### src/rtl/pipe_core_param.sv
// rtl/pipe_core_param.sv - parameterised 4-stage IF/ID/EX/WB integer pipeline
// Forwarding from WB, branch flush in EX, data-memory handshake with stall, HALT and retire count.
module pipe_core_param #(
  parameter int              DW       = 32,
  parameter int              NREG     = 32,
  parameter int              PC_W     = 16,
  parameter logic [PC_W-1:0] RESET_PC = '0
) (
  input  logic            clk,
  input  logic            reset,
  output logic [PC_W-1:0] imem_addr,
  input  logic [31:0]     imem_data,
  output logic            dmem_req,
  output logic            dmem_we,
  output logic [DW-1:0]   dmem_addr,
  output logic [DW-1:0]   dmem_wdata,
  input  logic [DW-1:0]   dmem_rdata,
  input  logic            dmem_ack,
  output logic            halted,
  output logic [31:0]     retired,
  output logic            wb_valid,
  output logic [4:0]      wb_rd,
  output logic [DW-1:0]   wb_data
);

  localparam int AW = $clog2(NREG);

  localparam logic [5:0] OP_ADD  = 6'd1;
  localparam logic [5:0] OP_SUB  = 6'd2;
  localparam logic [5:0] OP_AND  = 6'd3;
  localparam logic [5:0] OP_OR   = 6'd4;
  localparam logic [5:0] OP_XOR  = 6'd5;
  localparam logic [5:0] OP_SLT  = 6'd6;
  localparam logic [5:0] OP_ADDI = 6'd7;
  localparam logic [5:0] OP_LW   = 6'd8;
  localparam logic [5:0] OP_SW   = 6'd9;
  localparam logic [5:0] OP_BEQ  = 6'd10;
  localparam logic [5:0] OP_HALT = 6'd11;

  function automatic logic [4:0] map_reg(input logic [4:0] f);
    return (int'(f) < NREG) ? f : 5'd0;
  endfunction

  logic [DW-1:0]   rf [NREG];
  logic [PC_W-1:0] pc;
  logic            fetch_stop;

  logic            ifid_valid;
  logic [31:0]     ifid_instr;
  logic [PC_W-1:0] ifid_pc;

  logic            idex_valid;
  logic [5:0]      idex_op;
  logic [4:0]      idex_rs1, idex_rs2, idex_rd;
  logic            idex_we;
  logic [DW-1:0]   idex_a, idex_b;
  logic [15:0]     idex_imm;
  logic [PC_W-1:0] idex_pc;

  logic            exwb_valid;
  logic            exwb_we;
  logic            exwb_halt;
  logic [4:0]      exwb_rd;
  logic [DW-1:0]   exwb_data;

  logic [5:0]      id_op;
  logic [4:0]      id_rs1, id_rs2, id_rdr, id_dst;
  logic            id_wr;
  logic [DW-1:0]   id_a, id_b;

  logic [DW-1:0]   fwd_a, fwd_b, imm_x, ex_res;
  logic            mem_op, stall, br_taken, ex_halt;
  logic [PC_W-1:0] br_target;

  assign id_op  = ifid_instr[31:26];
  assign id_rs1 = map_reg(ifid_instr[25:21]);
  assign id_rs2 = map_reg(ifid_instr[20:16]);
  assign id_rdr = map_reg(ifid_instr[15:11]);
  // Immediate-format ops overlap rd with imm, so their destination is the rs2 field.
  assign id_dst = (id_op == OP_ADDI || id_op == OP_LW) ? id_rs2 : id_rdr;
  assign id_wr  = (id_op >= OP_ADD) && (id_op <= OP_LW);

  // Register read with write-through of the result retiring this cycle.
  always_comb begin
    id_a = '0;
    id_b = '0;
    if (id_rs1 != 5'd0)
      id_a = (exwb_valid && exwb_we && exwb_rd == id_rs1) ? exwb_data : rf[id_rs1[AW-1:0]];
    if (id_rs2 != 5'd0)
      id_b = (exwb_valid && exwb_we && exwb_rd == id_rs2) ? exwb_data : rf[id_rs2[AW-1:0]];
  end

  assign fwd_a = (exwb_valid && exwb_we && exwb_rd == idex_rs1 && idex_rs1 != 5'd0) ? exwb_data : idex_a;
  assign fwd_b = (exwb_valid && exwb_we && exwb_rd == idex_rs2 && idex_rs2 != 5'd0) ? exwb_data : idex_b;
  assign imm_x = DW'($signed(idex_imm));

  assign mem_op    = idex_valid && (idex_op == OP_LW || idex_op == OP_SW);
  assign stall     = mem_op && !dmem_ack;
  assign br_taken  = idex_valid && (idex_op == OP_BEQ) && (fwd_a == fwd_b);
  assign br_target = idex_pc + PC_W'(1) + PC_W'($signed(idex_imm));
  assign ex_halt   = idex_valid && (idex_op == OP_HALT);

  always_comb begin
    ex_res = '0;
    case (idex_op)
      OP_ADD:  ex_res = fwd_a + fwd_b;
      OP_SUB:  ex_res = fwd_a - fwd_b;
      OP_AND:  ex_res = fwd_a & fwd_b;
      OP_OR:   ex_res = fwd_a | fwd_b;
      OP_XOR:  ex_res = fwd_a ^ fwd_b;
      OP_SLT:  ex_res = DW'($signed(fwd_a) < $signed(fwd_b));
      OP_ADDI: ex_res = fwd_a + imm_x;
      OP_LW:   ex_res = dmem_rdata;
      default: ex_res = '0;
    endcase
  end

  assign imem_addr  = pc;
  assign dmem_req   = mem_op;
  assign dmem_we    = mem_op && (idex_op == OP_SW);
  assign dmem_addr  = mem_op ? (fwd_a + imm_x) : '0;
  assign dmem_wdata = (mem_op && idex_op == OP_SW) ? fwd_b : '0;
  assign wb_valid   = exwb_valid && exwb_we;
  assign wb_rd      = exwb_rd;
  assign wb_data    = exwb_data;

  always_ff @(posedge clk or negedge reset) begin
    if (!reset) begin
      pc         <= RESET_PC;
      fetch_stop <= 1'b0;
      ifid_valid <= 1'b0;
      ifid_instr <= '0;
      ifid_pc    <= '0;
      idex_valid <= 1'b0;
      idex_op    <= '0;
      idex_rs1   <= '0;
      idex_rs2   <= '0;
      idex_rd    <= '0;
      idex_we    <= 1'b0;
      idex_a     <= '0;
      idex_b     <= '0;
      idex_imm   <= '0;
      idex_pc    <= '0;
      exwb_valid <= 1'b0;
      exwb_we    <= 1'b0;
      exwb_halt  <= 1'b0;
      exwb_rd    <= '0;
      exwb_data  <= '0;
      halted     <= 1'b0;
      retired    <= '0;
      for (int i = 0; i < NREG; i++) rf[i] <= '0;
    end else begin
      if (exwb_valid) begin
        retired <= retired + 32'd1;
        if (exwb_we) rf[exwb_rd[AW-1:0]] <= exwb_data;
        if (exwb_halt) halted <= 1'b1;
      end
      if (stall) begin
        // Held EX instruction keeps its forwarded operands; WB goes idle meanwhile.
        exwb_valid <= 1'b0;
        idex_a     <= fwd_a;
        idex_b     <= fwd_b;
      end else begin
        exwb_valid <= idex_valid;
        exwb_we    <= idex_valid && idex_we;
        exwb_halt  <= ex_halt;
        exwb_rd    <= idex_rd;
        exwb_data  <= ex_res;
        if (br_taken || ex_halt || fetch_stop) begin
          ifid_valid <= 1'b0;
          idex_valid <= 1'b0;
        end else begin
          idex_valid <= ifid_valid;
          idex_op    <= id_op;
          idex_rs1   <= id_rs1;
          idex_rs2   <= id_rs2;
          idex_rd    <= id_dst;
          idex_we    <= id_wr && (id_dst != 5'd0);
          idex_a     <= id_a;
          idex_b     <= id_b;
          idex_imm   <= ifid_instr[15:0];
          idex_pc    <= ifid_pc;
          ifid_valid <= 1'b1;
          ifid_instr <= imem_data;
          ifid_pc    <= pc;
        end
        if (br_taken) pc <= br_target;
        else if (!ex_halt && !fetch_stop) pc <= pc + PC_W'(1);
        if (ex_halt) fetch_stop <= 1'b1;
      end
    end
  end

endmodule

### config.mk
export PLATFORM = sky130hd
export DESIGN_NAME = pipe_core_param
export DESIGN_NICKNAME = d
export VERILOG_FILES = /design/src/rtl/pipe_core_param.sv
export SDC_FILE = /design/constraint.sdc
export NUM_CORES = 2
export LEC_CHECK = 0
export BUFFER_PORTS_ARGS = -buffer_cell sky130_fd_sc_hd__buf_2
export CORE_UTILIZATION = 35
export CTS_BUF_LIST = sky130_fd_sc_hd__clkbuf_4
export CTS_CLUSTER_DIAMETER = 40
export CTS_CLUSTER_SIZE = 8
export DETAILED_ROUTE_END_ITERATION = 8
export PLACE_DENSITY = 0.51
export SLEW_MARGIN = 10
export SYNTH_ARGS = -nofsm -noshare
export SYNTH_HDL_FRONTEND = slang
export SYNTH_SLANG_ARGS = --single-unit
### constraint.sdc
create_clock -name clk -period 13.2 [get_ports clk]
set_input_delay 0.66 -clock clk [delete_from_list [all_inputs] [get_ports clk]]
set_output_delay 0.66 -clock clk [all_outputs]
set_load 0.1 [all_outputs]
# ---- Word level (Yosys, flattened, before mapping)
# Index checks and enable logic that the tools add are counted.
dict set report word_totals {
  mem_bits_rw 0
  mem_count 0
  input_bits 67
  latch_bits 0
  mem_bits_ro 0
  ff_bits 1282
  out_inout_bits 153
  word_cells 159
}
dict set report classes {
  add_sub_neg 7
  n_bitwise 8
  shifts 0
  reduce_logical 36
  div_mod_pow 0
  mul 0
  magnitude_cmp 7
  n_eq_ne 19
  mux 28
}
# op n
set op_table {}
lappend op_table {{1024-bit bitwise mux} 1}
lappend op_table {{32-bit 2-to-1 mux} 17}
lappend op_table {{32-bit binary-select mux with 5-bit select} 2}
lappend op_table {{32-bit one-hot mux with 8 select lines} 1}
lappend op_table {{32-bit demux with 5-bit select} 1}
lappend op_table {{32-bit adder} 2}
lappend op_table {{16-bit by 1-bit adder with 16-bit output, second input constant} 2}
lappend op_table {{32-bit by 1-bit adder with 32-bit output, second input constant} 1}
lappend op_table {{32-bit bitwise AND} 1}
lappend op_table {{32-bit equality test} 1}
lappend op_table {{32-bit < comparator} 1}
lappend op_table {{16-bit 2-to-1 mux} 2}
lappend op_table {{32-bit bitwise OR} 1}
lappend op_table {{32-bit subtractor} 1}
lappend op_table {{32-bit bitwise XOR} 1}
lappend op_table {{6-bit by 3-bit equality test with 1-bit output, second input constant} 5}
lappend op_table {{6-bit by 4-bit equality test with 1-bit output, second input constant} 5}
lappend op_table {{5-bit nonzero test} 5}
lappend op_table {{5-bit equality test} 4}
lappend op_table {{6-bit greater-or-equal comparator, second input constant} 3}
lappend op_table {{1-bit logical AND} 18}
lappend op_table {{5-bit NOT with 6-bit output} 3}
lappend op_table {{16-bit adder} 1}
lappend op_table {{6-bit by 2-bit equality test with 1-bit output, second input constant} 2}
lappend op_table {{other kinds (12)} 24}

# ---- Depth between registers and ports, before layout
dict set report depth {
  word_depth 10
  mapped_depth 24
  depth_no_buf 20
}

# ---- Least setup slack after synthesis
# No wires, ideal clock.
dict set report synth_path {
  path_type {register to output}
  from {register exwb_rd[2], in the netlist wb_rd[2]}
  to {output dmem_addr[27]}
  slack_ps 6567
  path_stages_with_launch 21
  n_path_buf 3
  arrival_time_ps 5973
  cell_sequence {dfrtp_1 -> buf_6 -> xnor2_2 -> and3_1 -> nand3_4 -> buf_2 -> buf_1 -> mux2i_1 -> inv_1 -> ha_1 -> a21oi_1 -> nor2b_1 -> o21ai_0 -> o21ai_0 -> a21o_1 -> a221o_2 -> o21ai_2 -> o21ai_0 -> a31oi_1 -> xor2_1 -> nor2_1}
}
dict set report synth_via {
  elab_chain_cells 6
}
# item line
set synth_rtl {}
lappend synth_rtl {{from (decl)} 63} ;# logic [4:0] exwb_rd;
lappend synth_rtl {{from (signal assigned)} 167} ;# exwb_rd <= idex_rd;
lappend synth_rtl {{5-bit equality test} 93} ;# assign fwd_a = (exwb_valid && exwb_we && exwb_rd == idex_rs1 && idex_rs1 != 5'd0) ? exwb_data : idex_a;
lappend synth_rtl {{1-bit logical AND (2 in a row)} 93}
lappend synth_rtl {{32-bit 2-to-1 mux} 93}
lappend synth_rtl {{32-bit adder} 121} ;# assign dmem_addr = mem_op ? (fwd_a + imm_x) : '0;
lappend synth_rtl {{32-bit 2-to-1 mux} 121}
lappend synth_rtl {{to (decl)} 15} ;# output logic [DW-1:0] dmem_addr,
# Every way passes these cells.

# ---- Final worst setup path
dict set report layout_path {
  from {register exwb_rd[4], in the netlist wb_rd[4]}
  to {output dmem_addr[24]}
}
# The elaborated chain is that of the path after synthesis.

==> flow_metrics.env <==
export IMPL_status="finished clean"
export IMPL_grt_pass1_vias=54200
export IMPL_worstHoldPathType="input port to register"
export IMPL_io_buffer_count=219
export IMPL_tightestPinTransition_ns=1.22
export IMPL_fin_crit_sh=0.658
export IMPL_p_seq_frac=0.371
export IMPL_period_minus_slack_ns=8.69
export IMPL_rows=169
export IMPL_synth_top_area_share=0.430
export IMPL_multi_input_area_um2=40200
export IMPL_gp_congestion=0.936
export IMPL_drt_first_pass_iters=7
export IMPL_max_freq_mhz=115
export IMPL_p_clk_frac=0.205
export IMPL_end_kind="output port"
export IMPL_syn_avg_cell_area_um2=12.5
export IMPL_drv_cap=0
export IMPL_place_ws_ns=5.91
export IMPL_hold_slack_ns=0.173
export IMPL_clockBufferDepth=3
export IMPL_hold_violations=0
export IMPL_ys_seq_area_frac=0.430
export IMPL_synthCells=5980
export IMPL_swShare=0.454
export IMPL_root_buffer="clkbuf_4"
export IMPL_critPathMaxFanout=25
export IMPL_dpl_hpwl_um=158000
export IMPL_setup_violations=0
export IMPL_drv_slew=0
export IMPL_crit_required_ns=12.54
export IMPL_arrival_ns=8.03
export IMPL_clkTransAtPathRegs_ns=0.09
export IMPL_final_seq_area_um2=32100
export IMPL_drt_iter0_drc=4932
export IMPL_vias=53100
export IMPL_ant_nets=0
export IMPL_yosysWarnings=0
export IMPL_synth_ff_type="dfrtp_1"
export IMPL_nets=6274
export IMPL_drive_gt1_frac=0.375
export IMPL_syn_area_um2=74600
export IMPL_synth_top_cell_by_area="dfrtp_1"
export IMPL_ys_types=117
export IMPL_clk_insertion_delay_late_ns=1.32
export IMPL_htreeDepth=4
export IMPL_num_fill_cells=20400
export IMPL_grt_usage=0.239
export IMPL_p_leak_uw=0.0383
export IMPL_async_flop_share=1.00
export IMPL_drcViolationCount=0
export IMPL_synthTopCellsByArea="dfrtp_1 (43%), mux4_2 (19%), mux2_2 (14%)"
export IMPL_wl_um=258000
export IMPL_post_drt_wl_per_cell_um=28.6
export IMPL_power_internal_uw=7240
export IMPL_cts_sinks=1282
export IMPL_tns_ns=0
export IMPL_vdd_drop_max_v=0.000176
export IMPL_die_x_um=464
export IMPL_clock_skew_ns=0.0847
export IMPL_rsz0062_at_grt="false"
export IMPL_p_sw_uw=6020
export IMPL_numCtsBuffers=211
export IMPL_crit_type="register to output port"
export IMPL_p_per_area_nw_per_um2=161
export IMPL_vias_per_cell=5.88
export IMPL_grt_overflow=0
export IMPL_dieArea_um2=215000
export IMPL_areaGrowthSynthToFinish_pct=10.2
export IMPL_start_kind="register"
export IMPL_initial_utilization=0.352
export IMPL_synth_edf_count=0
export IMPL_core_um2=212000
export IMPL_setup_slack_ns=4.51
export IMPL_grt_pass1_wl_um=382000
export IMPL_die_h_um=464
export IMPL_cts_tree="done"
export IMPL_syn_num_nets=6163
export IMPL_ys_ff_latch=1282
export IMPL_combPwrFrac=0.424
export IMPL_max_slew_margin=0.188
export IMPL_num_io_pins=220
export IMPL_antenna_found_initial=9
export IMPL_grt_start_max_net_pins=178
export IMPL_post_cts_setup_buffers=0
==> kinds of logic after synthesis <==
group | synth area share
buf+inv | 0.0354
compound gates | 0.0794
flops | 0.430
mux | 0.348
simple gates | 0.0717
xor+xnor | 0.0157
fa+ha+maj | 0.0201
==> worst paths after layout <==
path / end / depth (start not counted) / start / slack [ns]
min in group asynchronous: idex_b[9] / 3 / reset / 0.44
hold reg to reg: halted / 1 / halted / 0.46
max in group asynchronous: rf[126] / 6 / reset / 9.64
setup reg to reg: imem_addr[12] / 16 / wb_rd[4] / 5.85
setup / recovery: dmem_addr[24] / 17 / wb_rd[4] / 4.51
hold / removal: ifid_instr[23] / 4 / imem_data[23] / 0.17
==> state kept, by name, indices dropped and copies added (netlist names), 5 cells and up <==
register,cells
wb_data,32
idex_rd,5
idex_a,32
retired,32
wb_rd,5
idex_pc,16
idex_rs1,5
imem_addr,16
idex_op,6
ifid_pc,16
idex_imm,16
idex_rs2,5
ifid_instr,32
rf,1024
idex_b,32
==> cell usage in the layout, fill, tap and decap left out, types with 18 or more instances in the layout <==
cell type / instances
nor3_1: 40
buf_2: 218
and3_1: 27
xnor2_1: 77
nor4_1: 19
clkbuf_4: 244
a21o_1: 42
mux2i_1: 117
xor2_1: 53
inv_1: 126
o221ai_1: 64
o211ai_1: 18
nand3_1: 52
mux4_2: 640
dfrtp_1: 1270
a221oi_1: 28
nor2_1: 210
ha_1: 114
buf_4: 118
a211oi_1: 21
a22oi_1: 31
nand2_1: 665
clkinv_1: 22
nor2_4: 18
a31oi_1: 28
nand4_1: 31
and2_1: 18
mux2_2: 913
o21ai_0: 305
a21oi_1: 152
o31ai_1: 24
dlygate4sd3_1: 96
==> cell usage after synthesis (42+ instances only) <==
cell type  count
mux4_2       640
clkbuf_1     441
nor2_1       227
xor2_1        53
nand3_1       55
dfrtp_1     1282
o221ai_1      64
a21o_1        42
nand2_1      681
mux2_2       913
mux2i_1      117
a21oi_1      152
nor3_1        44
buf_1         65
inv_1        126
o21ai_0      305
ha_1         114
xnor2_1       77
==> layout make-up <==
cell class / count / share of cell area
Multi-Input combinational cell: 4020 / 0.489
Clock buffer: 244 / 0.0223
Sequential cell: 1282 / 0.391
Antenna cell: 12 / 0.000366
Clock inverter: 81 / 0.00975
Tap cell: 2821 / 0.0430
Timing Repair Buffer: 442 / 0.0383
Inverter: 134 / 0.00612
==> per-layer routing <==
layer,track usage,wire length (um),share of wire,vias up
li1,-,-,-,22700
met1,0.328,111000,0.43,28200
met2,0.390,124000,0.48,1849
met3,0.0372,15400,0.060,415
met4,0.0731,7690,0.030,2
met5,0,18,0.000070,-
==> per-stage QoR <==
step	instances	instance area, um2	util	total power [uW]
after global placement	8602	78500	0.371	10600
after global routing	9034	82100	0.388	13900
after floorplan	5980	74600	-	8730
after detailed placement	8602	78500	0.371	10600
after CTS	9024	82100	0.388	13400
final	9036	82200	0.388	13300
==> critical path: stages, from the launching register on <==
cell and delay [ns]:
dfrtp_1 0.58, or2_1 0.31, o21ai_1 0.85, nand3_4 0.63, mux2i_1 0.57, inv_1 0.12
ha_1 0.27, ha_1 0.24, o31ai_1 0.33, a21oi_1 0.22, a2111oi_1 0.95, o21ai_0 0.43
nand3_1 0.19, nand2_1 0.13, a31oi_1 0.29, xnor2_1 0.10, nor2_1 0.08, buf_2 0.43
==> power groups by stage <==
stage	Sequential [uW]	Clock, uW	Combinational (uW)
after floorplan	4990	0	3730
after global placement	4980	0	5600
after detailed placement	4990	0	5610
after CTS	4910	2820	5640
after global routing	4970	2980	5980
final	4910	2720	5620
==> repair_timing <==
action                    CTS  global route
hold endpoints to repair  204             0
resized for setup           0             0
hold buffers               97             0
(Power assumes the default switching activity.)
